**config.mk**
```make
export PLATFORM = sky130hd
export DESIGN_NAME = inst_fetch
export DESIGN_NICKNAME = d
export VERILOG_FILES = /design/src/rtl/inst_fetch.sv
export SDC_FILE = /design/constraint.sdc
export NUM_CORES = 1
export LEC_CHECK = 0
export BUFFER_PORTS_ARGS = -buffer_cell sky130_fd_sc_hd__buf_2
export CORE_ASPECT_RATIO = 1.75
export CORE_UTILIZATION = 53
export CTS_CLUSTER_DIAMETER = 150
export DETAILED_ROUTE_END_ITERATION = 8
export PLACE_DENSITY = 0.8
export SYNTH_ARGS = -nofsm -noshare
export SYNTH_HDL_FRONTEND = slang
export SYNTH_SLANG_ARGS = --single-unit
```
**constraint.sdc**
```tcl
create_clock -name clk -period 5.4 [get_ports clk]
set_clock_uncertainty 0.15 [all_clocks]
set_input_delay 0.54 -clock clk [delete_from_list [all_inputs] [get_ports clk]]
set_output_delay 0.54 -clock clk [all_outputs]
set_load 0.03 [all_outputs]
```
**src/rtl/inst_fetch.sv**
```systemverilog
// Instruction fetch stage: drives the instruction ROM address, captures
// {pc, inst} pairs into a small FIFO and presents the head entry to decode.
// Branch and flush redirects empty the FIFO and reload the fetch PC.
// Optional feature macro: FETCH_MISALIGN_EXC_EN (misaligned redirect flag).
module inst_fetch #(
    parameter logic [31:0] RESET_PC = 32'h0000_0000,
    parameter int          DEPTH    = 2
) (
    input  logic        clk,
    input  logic        rst,
    output logic        ce_o,
    output logic [31:0] pc_o,
    input  logic [31:0] inst_i,
    input  logic        branch_flag_i,
    input  logic [31:0] branch_target_i,
    input  logic        flush_i,
    input  logic [31:0] new_pc_i,
    input  logic        id_ready_i,
    output logic        if_valid_o,
    output logic [31:0] if_inst_o,
    output logic [31:0] if_pc_o,
    output logic        misalign_o
);

    localparam int AW = $clog2(DEPTH);
    localparam int CW = $clog2(DEPTH + 1);
    localparam logic [CW-1:0] DEPTH_C  = CW'(DEPTH);
    localparam logic [CW-1:0] CNT_ONE  = CW'(1);
    localparam logic [CW-1:0] CNT_ZERO = CW'(0);
    localparam logic [AW-1:0] PTR_ONE  = AW'(1);
    localparam logic [AW-1:0] PTR_ZERO = AW'(0);

    logic          ce_q;
    logic [31:0]   pc_q, pc_d;
    logic [CW-1:0] count_q, count_d;
    logic [AW-1:0] head_q, head_d;
    logic [AW-1:0] tail_q, tail_d;
    logic          misalign_q, misalign_d;
    logic [31:0]   pc_mem_q   [DEPTH];
    logic [31:0]   inst_mem_q [DEPTH];

    logic          redirect_s;
    logic          pop_s;
    logic          push_s;
    logic [31:0]   target_raw_s;
    logic [31:0]   target_s;

    // Redirect target selection: flush wins over branch.
    always_comb begin
        redirect_s = flush_i || branch_flag_i;
        if (flush_i) begin
            target_raw_s = new_pc_i;
        end else begin
            target_raw_s = branch_target_i;
        end
`ifdef FETCH_MISALIGN_EXC_EN
        target_s = target_raw_s;
`else
        target_s = target_raw_s & 32'hFFFF_FFFC;
`endif
    end

    // Misaligned-redirect flag: sticky until a flush reloads the PC.
    always_comb begin
        misalign_d = misalign_q;
`ifdef FETCH_MISALIGN_EXC_EN
        if (flush_i) begin
            misalign_d = (target_s[1:0] != 2'b00);
        end else if (branch_flag_i) begin
            misalign_d = misalign_q || (target_s[1:0] != 2'b00);
        end else begin
            misalign_d = misalign_q;
        end
`else
        misalign_d = 1'b0;
`endif
    end

    // Handshake decode: redirect cancels both pop and push; a pop frees a slot for the push.
    always_comb begin
        pop_s  = (count_q != CNT_ZERO) && id_ready_i && !redirect_s;
        push_s = ce_q && !redirect_s && !misalign_q &&
                 ((count_q < DEPTH_C) || pop_s);
    end

    // Next-state for fetch PC, FIFO pointers and occupancy.
    always_comb begin
        pc_d    = pc_q;
        count_d = count_q;
        head_d  = head_q;
        tail_d  = tail_q;
        if (redirect_s) begin
            pc_d    = target_s;
            count_d = CNT_ZERO;
            head_d  = PTR_ZERO;
            tail_d  = PTR_ZERO;
        end else begin
            if (push_s) begin
                pc_d   = pc_q + 32'd4;
                tail_d = tail_q + PTR_ONE;
            end else begin
                pc_d   = pc_q;
                tail_d = tail_q;
            end
            if (pop_s) begin
                head_d = head_q + PTR_ONE;
            end else begin
                head_d = head_q;
            end
            case ({push_s, pop_s})
                2'b10:   count_d = count_q + CNT_ONE;
                2'b01:   count_d = count_q - CNT_ONE;
                default: count_d = count_q;
            endcase
        end
    end

    // Control state registers.
    always_ff @(posedge clk or posedge rst) begin
        if (rst) begin
            ce_q       <= 1'b0;
            pc_q       <= RESET_PC;
            count_q    <= CNT_ZERO;
            head_q     <= PTR_ZERO;
            tail_q     <= PTR_ZERO;
            misalign_q <= 1'b0;
        end else begin
            ce_q       <= 1'b1;
            pc_q       <= pc_d;
            count_q    <= count_d;
            head_q     <= head_d;
            tail_q     <= tail_d;
            misalign_q <= misalign_d;
        end
    end

    // FIFO storage: cleared on reset so the head outputs read zero.
    always_ff @(posedge clk or posedge rst) begin
        if (rst) begin
            for (int i = 0; i < DEPTH; i++) begin
                pc_mem_q[i]   <= 32'h0000_0000;
                inst_mem_q[i] <= 32'h0000_0000;
            end
        end else if (push_s) begin
            pc_mem_q[tail_q]   <= pc_q;
            inst_mem_q[tail_q] <= inst_i;
        end
    end

    assign ce_o       = ce_q;
    assign pc_o       = pc_q;
    assign if_valid_o = (count_q != CNT_ZERO);
    assign if_inst_o  = inst_mem_q[head_q];
    assign if_pc_o    = pc_mem_q[head_q];
    assign misalign_o = misalign_q;

endmodule
```
==> impl_metrics.yaml <==
timing:
  min_period_ns: 3.15
  slew_viol_final: 0
  finalSetupViolCount: 0
  worst_pin_slew_ns: 1.03
  hold_viol_final: 0
  slew_headroom_pct: 31.6
  fmax_ghz: 0.318
  rsz0062_at_grt: "no"
  fin_crit_sh_pct: 58.3
  setup_tns_ns: 0
  fin_ws_ns: 2.25
synth:
  synth_edf_count: 0
  synth_top_flop_cell: "dfrtp_1"
  avgSynthCellArea_um2: 12.7
  yosys-top-cells-count: "177 x mux2_2, 159 x dfrtp_1, 28 x nand2_1"
  ys_types: 41
  yosysSeqAreaShare_pct: 52.1
  ys_warn_count: 0
  netlist.area_leader.share_pct: 52.1
  synth_top_area_cell: "dfrtp_1"
  synth_xor_area_share_pct: 3.21
  synth_top_family_by_area: "multiplexers"
  synthCells: 604
  synth_area_leaders: "dfrtp_1 52%, mux2_2 26%, xnor2_1 2.8%, nor4_2 1.6%, a21oi_1 1.4%"
  synth_area_um2: 7640
  postSynth.asyncResetShare_pct: 100
  muxShareOfSynthArea_pct: 26.7
  synth-seq-cells: 159
  synth_compound_gate_area_share_pct: 5.53
  yosys.area_share.simple_pct: 8.81
  synthMostInstantiatedCell: "mux2_2"
  synth_fa_ha_area_share_pct: 0.164
cts:
  cts.hold.buffers_added: 1
  htreeDepth: 4
  tritoncts: "done"
  cts.reportedPaths.clkPinSlew_ns: 0.06
  worst_skew_pair.late_latency_ns: 0.42
  cts_sinks: 159
  cts_resized: 0
  cts_root_buf: "clkbuf_16"
  postCtsSetupRepairBufs: 0
  cts_buffer_depth: 2
  cts_buffers: 17
placement:
  pre_cts_ws_ns: 1.92
  place_congestion: 0.823
  dp_hpwl_um: 12500
  port_buffers: 190
global_route:
  antenna_found_initial: 0
  use_met3_pct: 4.50
  grt_pass1_vias: 5868
  grt_usage_pct: 25.0
  grt_pass1_wl_um: 29000
  top_usage_layer: "met2"
  grtUsageMet2_pct: 45.3
  grt_util_met1_pct: 27.2
  grt-ovfl-total: 0
  grt_start_max_net_pins: 69
flow_run:
  drv_cap: 0
setup_path:
  endpoint_kind: "output pin"
  path_buf_inv: 2
  crit_path_start_kind: "flip-flop"
  path_max_fanout: 37
  cp.arrival_ns: 2.46
  crit_chain: "buf_4 > mux2_2 > buf_2"
  worst-setup-path-type: "reg2out"
  cp_slowest_cell: "dfrtp_2"
  cp.required_ns: 4.71
  slowest_delay_ns: 0.95
  critPathTopFamily: "flip-flops"
floorplan:
  die_w_um: 92.8
  die_height_um: 161
  std_cell_rows: 57
  io_pins: 200
  die-area_um2: 14900
  core_area_um2: 14000
  start_util_pct: 54.7
drt:
  via_per_inst: 5.56
  antenna_left: 0
  avgRoutedWirePerCell_um: 18.3
  drc: 0
  vias: 5384
  drt_first_pass_iters: 4
  wl_um: 17700
  drtIter0Drc: 240
finish:
  areaGrowthSynthToFinish_pct: 20.9
  fin_util_pct: 66.1
  antenna_cells: 0
  layout-drive-gt1-share_pct: 54.0
  fin_nets: 880
pwr:
  vdd_drop_max_mv: 0.212
  power_density_nw_per_um2: 398
  power.leakage_nw: 4.20
worst_hold_path:
  hp-class: "in2reg"
status:
  status: "finished clean"
registers in the layout (all words and copies together), names as in the netlist:
signal      count
inst_mem_q     64
tail_q          1
count_q         2
pc_o           30
pc_mem_q       60
ce_o            1
head_q          1
stage by stage:
stage	std cells	hold WS (ns)	total power (W)	instance area (µm²)
2_1_floorplan	608	0.294	0.00226	7660
3_3_place_gp	935	0.310	0.00249	8660
3_5_place_dp	935	0.315	0.00254	8660
4_1_cts	968	0.183	0.00371	9240
5_1_grt	968	0.185	0.00385	9240
6_report	968	0.194	0.00368	9240
worst register-to-register path: stages, from the launching register on:
cell and delay, ns:
dfrtp_1 0.40, nand2b_1 0.17, nand2_1 0.23, or3_2 0.84, buf_4 0.50, mux2_2 0.40
power breakdown:
part           total (W)  leakage [nW]  internal, W  switching [W]
logic           0.000939          1.99     0.000398       0.000541
clock network    0.00116         0.266     0.000657       0.000501
registers        0.00158          1.94      0.00143       0.000149
total            0.00368          4.20      0.00248        0.00119
final timing paths:
path	to	slack, ns	cells past startpoint	startpoint
max in group asynchronous	head_q$_DFFE_PP0P_	3.38	4	rst
min in group asynchronous	inst_mem_q[7]$_DFFE_PP0P_	0.53	3	rst
worst max-delay path	if_pc_o[16]	2.25	3	head_q$_DFFE_PP0P_
worst min register to register	pc_mem_q[22]$_DFFE_PP0P_	0.33	2	pc_mem_q[22]$_DFFE_PP0P_
worst min-delay path	pc_o[4]$_DFFE_PP0P_	0.19	3	new_pc_i[4]
worst max register to register	inst_mem_q[36]$_DFFE_PP0P_	2.59	5	count_q[1]$_DFFE_PP0P_
metal layers:
metal	share of wire, %	vias up
li1	-	2494
met1	37	2683
met2	56	170
met3	4.1	37
met4	3.4	0
met5	0	-
cell families after synthesis:
family	count (synthesis)
buf+inv	53
fa+ha+maj	1
other cells	2
flops	159
compound gates	71
mux	182
xor+xnor	28
simple gates	108
cell type report:
type | instances | area (µm²)
clock buffers | 19 | 443
clock inverters | 13 | 130
fillers | 1084 | 4730
inverters | 8 | 35.0
multi-input cells | 396 | 3440
flip-flops and latches | 159 | 3980
well taps | 177 | 221
repair buffers | 196 | 998
placed cells by master, fill, tap and decap left out, types with 2 or more instances in the layout:
cell type / synthesis / final
clkinvlp_4: 0 / 5
xnor2_1: 24 / 24
clkbuf_16: 0 / 17
nand2b_1: 4 / 4
nor4_1: 4 / 4
inv_6: 0 / 4
o21ai_0: 19 / 19
xor2_1: 4 / 4
inv_8: 0 / 2
a211oi_1: 14 / 14
mux2_2: 177 / 177
inv_1: 7 / 6
mux2i_1: 5 / 5
nor2_1: 9 / 8
nand2_1: 28 / 28
a22oi_1: 2 / 2
nand3_2: 2 / 2
nand4_1: 9 / 9
o31ai_1: 2 / 2
nand3_1: 7 / 6
nor3_1: 4 / 4
nor4_2: 10 / 10
nor2b_1: 16 / 16
o22ai_1: 9 / 9
conb_1: 2 / 6
and3_1: 3 / 3
o31a_1: 2 / 2
dfrtp_1: 159 / 158
and2_1: 2 / 2
or2_2: 3 / 3
a21oi_1: 22 / 22
buf_2: 16 / 190
buf_4: 7 / 5
(Power assumes the default switching activity.)
